[src/rtl/uart_pkg.sv]
// rtl/uart_pkg.sv - shared types and constants for the UART transmit path
//
// Purpose: FSM state encoding for uart_tx_fifo, the byte type used on all
// byte-wide paths, and the default FIFO depth.
// Ports: none (package).
// Build option: none here; uart_tx_fifo honours UART_TX_FIFO_OVF_EN.

package uart_pkg;

  typedef enum logic [1:0] {
    IDLE      = 2'd0,
    LAUNCH    = 2'd1,
    WAIT_BUSY = 2'd2,
    WAIT_DONE = 2'd3
  } tx_fifo_state_t;

  typedef logic [7:0] uart_byte_t;

  localparam int UART_TX_FIFO_DEPTH = 16;

endpackage

[src/rtl/uart_tx_fifo_mem.sv]
// rtl/uart_tx_fifo_mem.sv - DEPTH x 8 storage array for the UART transmit FIFO
//
// Purpose: byte storage with a synchronous write port and a combinational
// read port. Contents are not reset; validity is tracked by the parent's count.
// Ports:
//   clk        in  : clock, rising edge
//   wr_en_i    in  : write strobe
//   wr_addr_i  in  : write address (ADDR_W bits)
//   wr_data_i  in  : write byte
//   rd_addr_i  in  : read address (ADDR_W bits)
//   rd_data_o  out : byte stored at rd_addr_i

module uart_tx_fifo_mem
  import uart_pkg::*;
#(
  parameter int DEPTH  = UART_TX_FIFO_DEPTH,
  parameter int ADDR_W = $clog2(DEPTH)
) (
  input  logic              clk,
  input  logic              wr_en_i,
  input  logic [ADDR_W-1:0] wr_addr_i,
  input  uart_byte_t        wr_data_i,
  input  logic [ADDR_W-1:0] rd_addr_i,
  output uart_byte_t        rd_data_o
);

  uart_byte_t mem_q [DEPTH];

  always_ff @(posedge clk) begin
    if (wr_en_i) begin
      mem_q[wr_addr_i] <= wr_data_i;
    end
  end

  assign rd_data_o = mem_q[rd_addr_i];

endmodule

[src/rtl/uart_tx_fifo.sv]
// rtl/uart_tx_fifo.sv - byte FIFO that paces launches into a UART on tx_busy
//
// Purpose: buffers host bytes in a circular FIFO and hands them to the UART
// one at a time through its din/wr_en load interface, waiting for each
// frame to start and finish before launching the next.
// Ports:
//   clk           in  : clock, rising edge
//   reset         in  : asynchronous active-high reset, clears all state
//   host_din      in  : byte to enqueue
//   host_wr       in  : enqueue strobe
//   full          out : FIFO holds DEPTH bytes
//   empty         out : FIFO holds no bytes
//   count         out : bytes currently stored (ADDR_W+1 bits)
//   uart_din      out : byte presented to UART din
//   uart_wr_en    out : one-cycle load pulse to UART wr_en
//   uart_tx_busy  in  : UART tx_busy
//   overflow      out : sticky dropped-push flag (only with UART_TX_FIFO_OVF_EN)
// Build option: define UART_TX_FIFO_OVF_EN to add the overflow output.

module uart_tx_fifo
  import uart_pkg::*;
#(
  parameter int DEPTH        = UART_TX_FIFO_DEPTH,
  parameter int ADDR_W       = $clog2(DEPTH),
  parameter int BUSY_TIMEOUT = 4
) (
  input  logic            clk,
  input  logic            reset,
  input  uart_byte_t      host_din,
  input  logic            host_wr,
  output logic            full,
  output logic            empty,
  output logic [ADDR_W:0] count,
  output uart_byte_t      uart_din,
  output logic            uart_wr_en,
  input  logic            uart_tx_busy
`ifdef UART_TX_FIFO_OVF_EN
  ,
  output logic            overflow
`endif
);

  localparam int                TMO_W      = $clog2(BUSY_TIMEOUT + 1);
  localparam logic [TMO_W-1:0]  TMO_LAST   = TMO_W'(BUSY_TIMEOUT - 1);
  localparam logic [ADDR_W:0]   FULL_COUNT = (ADDR_W + 1)'(DEPTH);

  logic [ADDR_W-1:0] wr_ptr_q, wr_ptr_d;
  logic [ADDR_W-1:0] rd_ptr_q, rd_ptr_d;
  logic [ADDR_W:0]   count_q,  count_d;
  tx_fifo_state_t    state_q;
  uart_byte_t        din_q;
  logic              wr_en_q;
  logic [TMO_W-1:0]  tmo_q;
  uart_byte_t        head_byte;
  logic              push;
  logic              pop;

  assign full  = (count_q == FULL_COUNT);
  assign empty = (count_q == '0);
  assign count = count_q;

  // A push while full is dropped even if a pop frees a slot this cycle,
  // because full is decoded from the registered count.
  assign push = host_wr && !full;
  assign pop  = (state_q == IDLE) && !empty && !uart_tx_busy;

  uart_tx_fifo_mem #(
    .DEPTH  (DEPTH),
    .ADDR_W (ADDR_W)
  ) u_mem (
    .clk       (clk),
    .wr_en_i   (push),
    .wr_addr_i (wr_ptr_q),
    .wr_data_i (host_din),
    .rd_addr_i (rd_ptr_q),
    .rd_data_o (head_byte)
  );

  // Pointers wrap naturally because DEPTH is a power of two.
  always_comb begin
    wr_ptr_d = wr_ptr_q;
    rd_ptr_d = rd_ptr_q;
    count_d  = count_q;
    if (push) begin
      wr_ptr_d = wr_ptr_q + 1'b1;
    end
    if (pop) begin
      rd_ptr_d = rd_ptr_q + 1'b1;
    end
    case ({push, pop})
      2'b10:   count_d = count_q + 1'b1;
      2'b01:   count_d = count_q - 1'b1;
      default: count_d = count_q;
    endcase
  end

  always_ff @(posedge clk or posedge reset) begin
    if (reset) begin
      wr_ptr_q <= '0;
      rd_ptr_q <= '0;
      count_q  <= '0;
    end else begin
      wr_ptr_q <= wr_ptr_d;
      rd_ptr_q <= rd_ptr_d;
      count_q  <= count_d;
    end
  end

  // Launch sequencer. uart_wr_en is registered so it is high exactly for
  // the cycle the FSM sits in LAUNCH. If the UART never raises busy, the
  // byte is considered sent after BUSY_TIMEOUT cycles in WAIT_BUSY.
  always_ff @(posedge clk or posedge reset) begin
    if (reset) begin
      state_q <= IDLE;
      din_q   <= '0;
      wr_en_q <= 1'b0;
      tmo_q   <= '0;
    end else begin
      wr_en_q <= 1'b0;
      case (state_q)
        IDLE: begin
          if (pop) begin
            state_q <= LAUNCH;
            din_q   <= head_byte;
            wr_en_q <= 1'b1;
          end
        end
        LAUNCH: begin
          state_q <= WAIT_BUSY;
          tmo_q   <= '0;
        end
        WAIT_BUSY: begin
          if (uart_tx_busy) begin
            state_q <= WAIT_DONE;
          end else if (tmo_q == TMO_LAST) begin
            state_q <= IDLE;
          end else begin
            tmo_q <= tmo_q + 1'b1;
          end
        end
        WAIT_DONE: begin
          if (!uart_tx_busy) begin
            state_q <= IDLE;
          end
        end
        default: state_q <= IDLE;
      endcase
    end
  end

  assign uart_din   = din_q;
  assign uart_wr_en = wr_en_q;

`ifdef UART_TX_FIFO_OVF_EN
  logic ovf_q;

  always_ff @(posedge clk or posedge reset) begin
    if (reset) begin
      ovf_q <= 1'b0;
    end else if (host_wr && full) begin
      ovf_q <= 1'b1;
    end
  end

  assign overflow = ovf_q;
`endif

endmodule

[config.mk]
export PLATFORM = sky130hd
export DESIGN_NAME = uart_tx_fifo
export DESIGN_NICKNAME = d
export VERILOG_FILES = /design/src/rtl/uart_pkg.sv /design/src/rtl/uart_tx_fifo_mem.sv /design/src/rtl/uart_tx_fifo.sv
export SDC_FILE = /design/constraint.sdc
export NUM_CORES = 1
export LEC_CHECK = 0
export ABC_CLOCK_PERIOD_IN_PS = 8200
export BUFFER_PORTS_ARGS = -buffer_cell sky130_fd_sc_hd__buf_2
export CAP_MARGIN = 20
export CORE_MARGIN = 8
export CORE_UTILIZATION = 65
export CTS_CLUSTER_DIAMETER = 120
export DETAILED_ROUTE_END_ITERATION = 10
export GPL_ROUTABILITY_DRIVEN = 0
export GPL_TIMING_DRIVEN = 0
export PLACE_DENSITY = 0.8
export SLEW_MARGIN = 20
export SYNTH_ARGS = -nofsm -noshare
export SYNTH_HDL_FRONTEND = slang
export SYNTH_SLANG_ARGS = --single-unit
[constraint.sdc]
create_clock -name clk -period 8.2 [get_ports clk]
set_input_delay 1.64 -clock clk [delete_from_list [all_inputs] [get_ports clk]]
set_output_delay 1.64 -clock clk [all_outputs]
set_load 0.05 [all_outputs]
### Word level (Yosys, flattened, before mapping)

Memory sizes are Yosys's and may differ from the RTL's. A register that Yosys moved wholly into a read port is not among the register bits.
Cells that the tools add are included.
Widths: inputs -> output; s select.

* register bits after elaboration: 19
* bits in latches: 0
* memory bits (writable): 128
* ROM bits: 0
* input port bits: 12
* output and inout port bits: 16
* word-level logic and storage cells: 50
* memories: 1

* add/subtract/negate cells: 5
* $mul: 0
* divide/modulo/power cells: 0
* order comparisons: 0
* eq/ne operators: 12
* shift-type cells: 0
* multiplexer cells: 13
* bitwise operators: 0
* reductions and logical operators: 13

Memory list
* u_mem.mem_q: words 16, width 8, rd ports 1, clocked after memory_dff 1, write ports 1, RTL line uart_tx_fifo_mem.sv:27 `uart_byte_t mem_q [DEPTH];`

Operators with widths (count)
* $pmux 5 s2: 1
* $add 4x1->4 const B: 2
* $mux 2: 4
* $ne 2x2->1 const B: 4
* $pmux 2 s4: 1
* $eq 2x2->1 const B: 3
* $mux 3: 2
* $pmux 3 s2: 1
* $reduce_and 3->1: 2
* $add 5x1->5 const B: 1
* $eq 5x5->1 const B: 1
* $logic_not 5->1: 1
* $sub 5x1->5 const B: 1
* $eq 2x1->1 const B: 2
* $mux 1: 4
* $reduce_bool 2->1: 2
* $add 3x1->3 const B: 1
* $eq 3x2->1 const B: 1
* $logic_and 1x1->1: 3
* $logic_not 1->1: 3
* $ne 3x3->1 const B: 1
* $logic_not 2->1: 1
* $reduce_and 2->1: 1

### Logic depth before layout (Yosys ltp)

* depth after elaboration: 6
* gate-level depth with buffers: 12
* mapped depth without buffers: 10

### Modules after synthesis

From an unflattened synthesis, not the netlist that was laid out.

* cell total of the unflattened synthesis: 334
* area total of the unflattened synthesis: 6378.6 um^2

By module, submodules not included
* uart_tx_fifo_mem: times used 1, cells each 221, area each 4987.3 um^2, sequential area each 3843.7 um^2
* uart_tx_fifo: times used 1, cells each 113, area each 1391.3 um^2, sequential area each 675.6 um^2

### Worst setup path before layout

Ideal clock, no wire load.

* path type: reg2out
* start: reg count_q[2], in the netlist count[2]
* end: out empty
* arrival: 1974 ps
* required time: 6560 ps
* setup slack: 4586 ps
* cell stages (with the launch flop): 4
* buffers on the path: 1
* cells stage by stage: dfrtp_1 -> buf_2 -> or4_4 -> nor2_1

* longest elaborated chain between the ends: 1

Ends and longest elaborated chain
* start, declared: RTL line uart_tx_fifo.sv:49 `logic [ADDR_W:0] count_q, count_d;`
* start signal, assigned: RTL line uart_tx_fifo.sv:105 `count_q <= count_d;`
* $logic_not 5->1: RTL line uart_tx_fifo.sv:59 `assign empty = (count_q == '0);`
* end, declared: RTL line uart_tx_fifo.sv:32 `output logic empty,`

Every way passes these cells.

### Worst setup path after layout

* start: reg count_q[2], in the netlist count[2]
* end: out full

* longest elaborated chain between the ends: 1

Ends and longest elaborated chain
* $eq 5x5->1: RTL line uart_tx_fifo.sv:58 `assign full = (count_q == FULL_COUNT);`
* end, declared: RTL line uart_tx_fifo.sv:31 `output logic full,`

Every way passes these cells.

==> results.json <==
{
  "die_width_um": 114.9,
  "netlist_area_um2": 6360,
  "grt_antenna_before_repair": 0,
  "met2WireLength_mm": 6.516,
  "p_sw_mw": 0.9267,
  "vias_in_the_first_global_route": 3442,
  "synth-seq-area-share_pct": 71.06,
  "post_route_met1_wirelength_mm": 5.092,
  "cp.required_ns": 6.56,
  "syn-mean-instance-area_um2": 17.97,
  "cellInternalPower_mw": 1.745,
  "ys_ff_latch": 155,
  "final_layout_size_suffix_gt1_share_pct": 28.09,
  "rr_endpoint": "count[4]",
  "final_net_count": 423,
  "vias": 3348,
  "antenna_left": 0,
  "drt_pass1_iterations": 4,
  "wire_per_inst_um": 23.23,
  "path_class": "flip-flop to output port",
  "netlist-cell-type-count": 38,
  "grt_max_degree": 28,
  "hpwlAfterDp_mm": 7.954,
  "dr.max_layer_used": "met4",
  "tritoncts": "done",
  "worstHoldPathCells": 2,
  "report.power.total_mw": 2.672,
  "fp.coreArea_um2": 9639,
  "initial_utilization_pct": 65.98,
  "final.setup_skew_ns": 0.01251,
  "run_status": "finished, final reports clean",
  "placement.io_buffers": 27,
  "yosys_warnings": 0,
  "post_cts_hold_buffer_count": 0,
  "final_util_pct": 75.23,
  "drt-initial-drc-count": 286,
  "final.period_utilization_pct": 43.97,
  "final_hold_viol_count": 0,
  "io_pins": 28,
  "critical_path_arrival_ns": 1.97,
  "clock_sink_count": 155,
  "hp-class": "flip-flop to flip-flop",
  "grt_first_pass_wirelength_mm": 19.70,
  "power.clock.fraction_pct": 28.0,
  "die_y_um": 114.9,
  "cts_resized": 0,
  "mostFrequentLayoutCells": "sky130_fd_sc_hd__edfxtp_1, sky130_fd_sc_hd__mux4_2, sky130_fd_sc_hd__buf_2",
  "globalRouteTotalUtil_pct": 20.87,
  "mostFrequentLayoutCell": "sky130_fd_sc_hd__edfxtp_1",
  "cp-end-kind": "output port",
  "power_per_cell_area_nw_per_um2": 368.5,
  "remaining_global_route_overflow": 0,
  "power.share.switching_pct": 34.68,
  "seqCellArea_um2": 4519,
  "dp_slack_ns": 4.237,
  "wirelength_mm": 12.69,
  "worst_slack_ns": 4.594,
  "clkLatencyLatePin_ns": 0.52,
  "rsz0062_at_grt": "no",
  "die_area_um2": 13210,
  "start_kind": "flip-flop",
  "area_growth_pct": 14.03,
  "crit-reg2reg-launch": "count[2]",
  "setup-tns-final_ns": 0,
  "syn-instance-count": 354,
  "hold-path-endpoint": "uart_din[0]",
  "number_of_h_tree_levels": 4,
  "share_seq_of_total_power_pct": 38.7,
  "reg2reg_slack_ns": 5.15,
  "num_rows": 36,
  "post_drt_via_cell_ratio": 6.132,
  "static-leakage-power_nw": 2.592,
  "hold_start": "uart_din[0]",
  "mappedNetlistNets": 377,
  "cp_max_fo": 8,
  "postCtsSetupBuffers": 0,
  "antenna_cells_inserted": 0,
  "slew_violations": 0,
  "met3_wirelength_um": 916,
  "share_comb_of_total_power_pct": 33.3,
  "numCtsBuffers": 17,
  "route.detailed.drc": 0,
  "filler_cell_count": 575,
  "cts_root_buffer": "sky130_fd_sc_hd__clkbuf_8",
  "max_clock_freq_mhz": 277.3,
  "drv.max_cap_violation_count": 0,
  "final_period_minus_worst_setup_slack_ns": 3.606,
  "max-vdd-ir-drop_uv": 172.5,
  "worstMarginPinSlew_ns": 0.8473,
  "timing.slew.headroom_pct": 43.30,
  "worstRegToRegCells": 12,
  "finalSetupViolCount": 0,
  "max-clock-path-buffers": 2,
  "clock_transition_at_the_register_clock_pins_on_the_worst_setup_and_hold_paths_after_cts_ns": 0.07,
  "multiInputGateArea_um2": 1698
}
[routing by layer]
| layer | global-route usage [%] | vias to the layer above |
|---|---|---|
| met4 | 6.567 | 0 |
| li1 | - | 1459 |
| met5 | 0 | - |
| met1 | 26.74 | 1722 |
| met2 | 34.76 | 151 |
| met3 | 4.832 | 16 |
[per-stage QoR]
step           std cells  area (µm²)  hold slack, ns
2_1_floorplan        354        6360          0.4556
3_3_place_gp         514        6661          0.4627
3_5_place_dp         514        6676          0.4707
4_1_cts              546        7247          0.4851
5_1_grt              546        7252          0.5223
6_report             546        7252          0.4768
[worst max-delay path: stages (launching register included)]
cell	delay (ns)
sky130_fd_sc_hd__dfrtp_1	0.37
sky130_fd_sc_hd__buf_2	0.17
sky130_fd_sc_hd__or4_4	0.53
sky130_fd_sc_hd__nor2_1	0.10
sky130_fd_sc_hd__buf_2	0.27
[how the worst max path moves through the flow]
stage,depth (start not counted),start,to
2_1_floorplan,3,count[2],empty
3_3_place_gp,12,uart_tx_busy,count[4]
3_5_place_dp,12,uart_tx_busy,count[4]
4_1_cts,4,count[2],full
5_1_grt,12,uart_tx_busy,count[4]
6_report,4,count[2],full
[flip-flops by register name, indices dropped and copies added (netlist names)]
name         count
u_mem.mem_q    128
uart_din         8
count            5
rd_ptr_q         4
wr_ptr_q         4
tmo_q            3
state_q          2
uart_wr_en       1
[cells by family (layout without fill, tap and decap cells)]
kind of cell    count (synthesis)  after routing  synth area share, %
compound gates                 29             29                2.774
xor+xnor                       11             11                1.515
fa+ha+maj                      11             11                2.164
buf+inv                        29             88                2.557
flops                         155            155                71.06
mux                            58             58                15.62
simple gates                   61             61                4.309
[area by class of cell]
type | count | area share (%)
Clock inverter | 15 | 2.157
Timing Repair Buffer | 27 | 1.863
Buffer | 20 | 1.777
Inverter | 9 | 0.4658
Clock buffer | 17 | 5.711
Multi-Input combinational cell | 170 | 23.41
Sequential cell | 155 | 62.32
Tap cell | 133 | 2.295
[synthesized netlist by cell type, drive strengths merged]
master | instances | area [µm²]
edfxtp | 128 | 3844
mux4 | 32 | 720.7
dfrtp | 27 | 675.7
nand2 | 24 | 90.09
nor2 | 20 | 75.07
o21ai | 17 | 88.83
buf | 16 | 113.9
mux2i | 16 | 160.2
ha | 11 | 137.6
mux2 | 10 | 112.6
inv | 9 | 33.78
xnor2 | 8 | 70.07
nor3 | 5 | 25.02
a21oi | 4 | 20.02
clkbuf | 4 | 15.01
nand2b | 3 | 18.77
xor2 | 3 | 26.28
a31oi | 2 | 12.51
nand4 | 2 | 12.51
nor2b | 2 | 12.51
a21boi | 1 | 11.26
a311oi | 1 | 8.760
and2 | 1 | 6.260
and3b | 1 | 8.760
nor3b | 1 | 7.510
nor4 | 1 | 6.260
o211a | 1 | 10.01
o22a | 1 | 8.760
o31a | 1 | 8.760
o31ai | 1 | 7.510
or4 | 1 | 11.26
[power by group through the flow]
| stage | clock network [mW] | registers, mW | logic (mW) |
|---|---|---|---|
| finish | 0.747 | 1.03 | 0.891 |
| global route | 0.789 | 1.05 | 0.954 |
| CTS | 0.752 | 1.03 | 0.898 |
| detailed placement | 0 | 1.05 | 0.879 |
| global placement | 0 | 1.04 | 0.850 |
| floorplan | 0 | 1.15 | 0.552 |
Power figures use the tool's default switching activity.
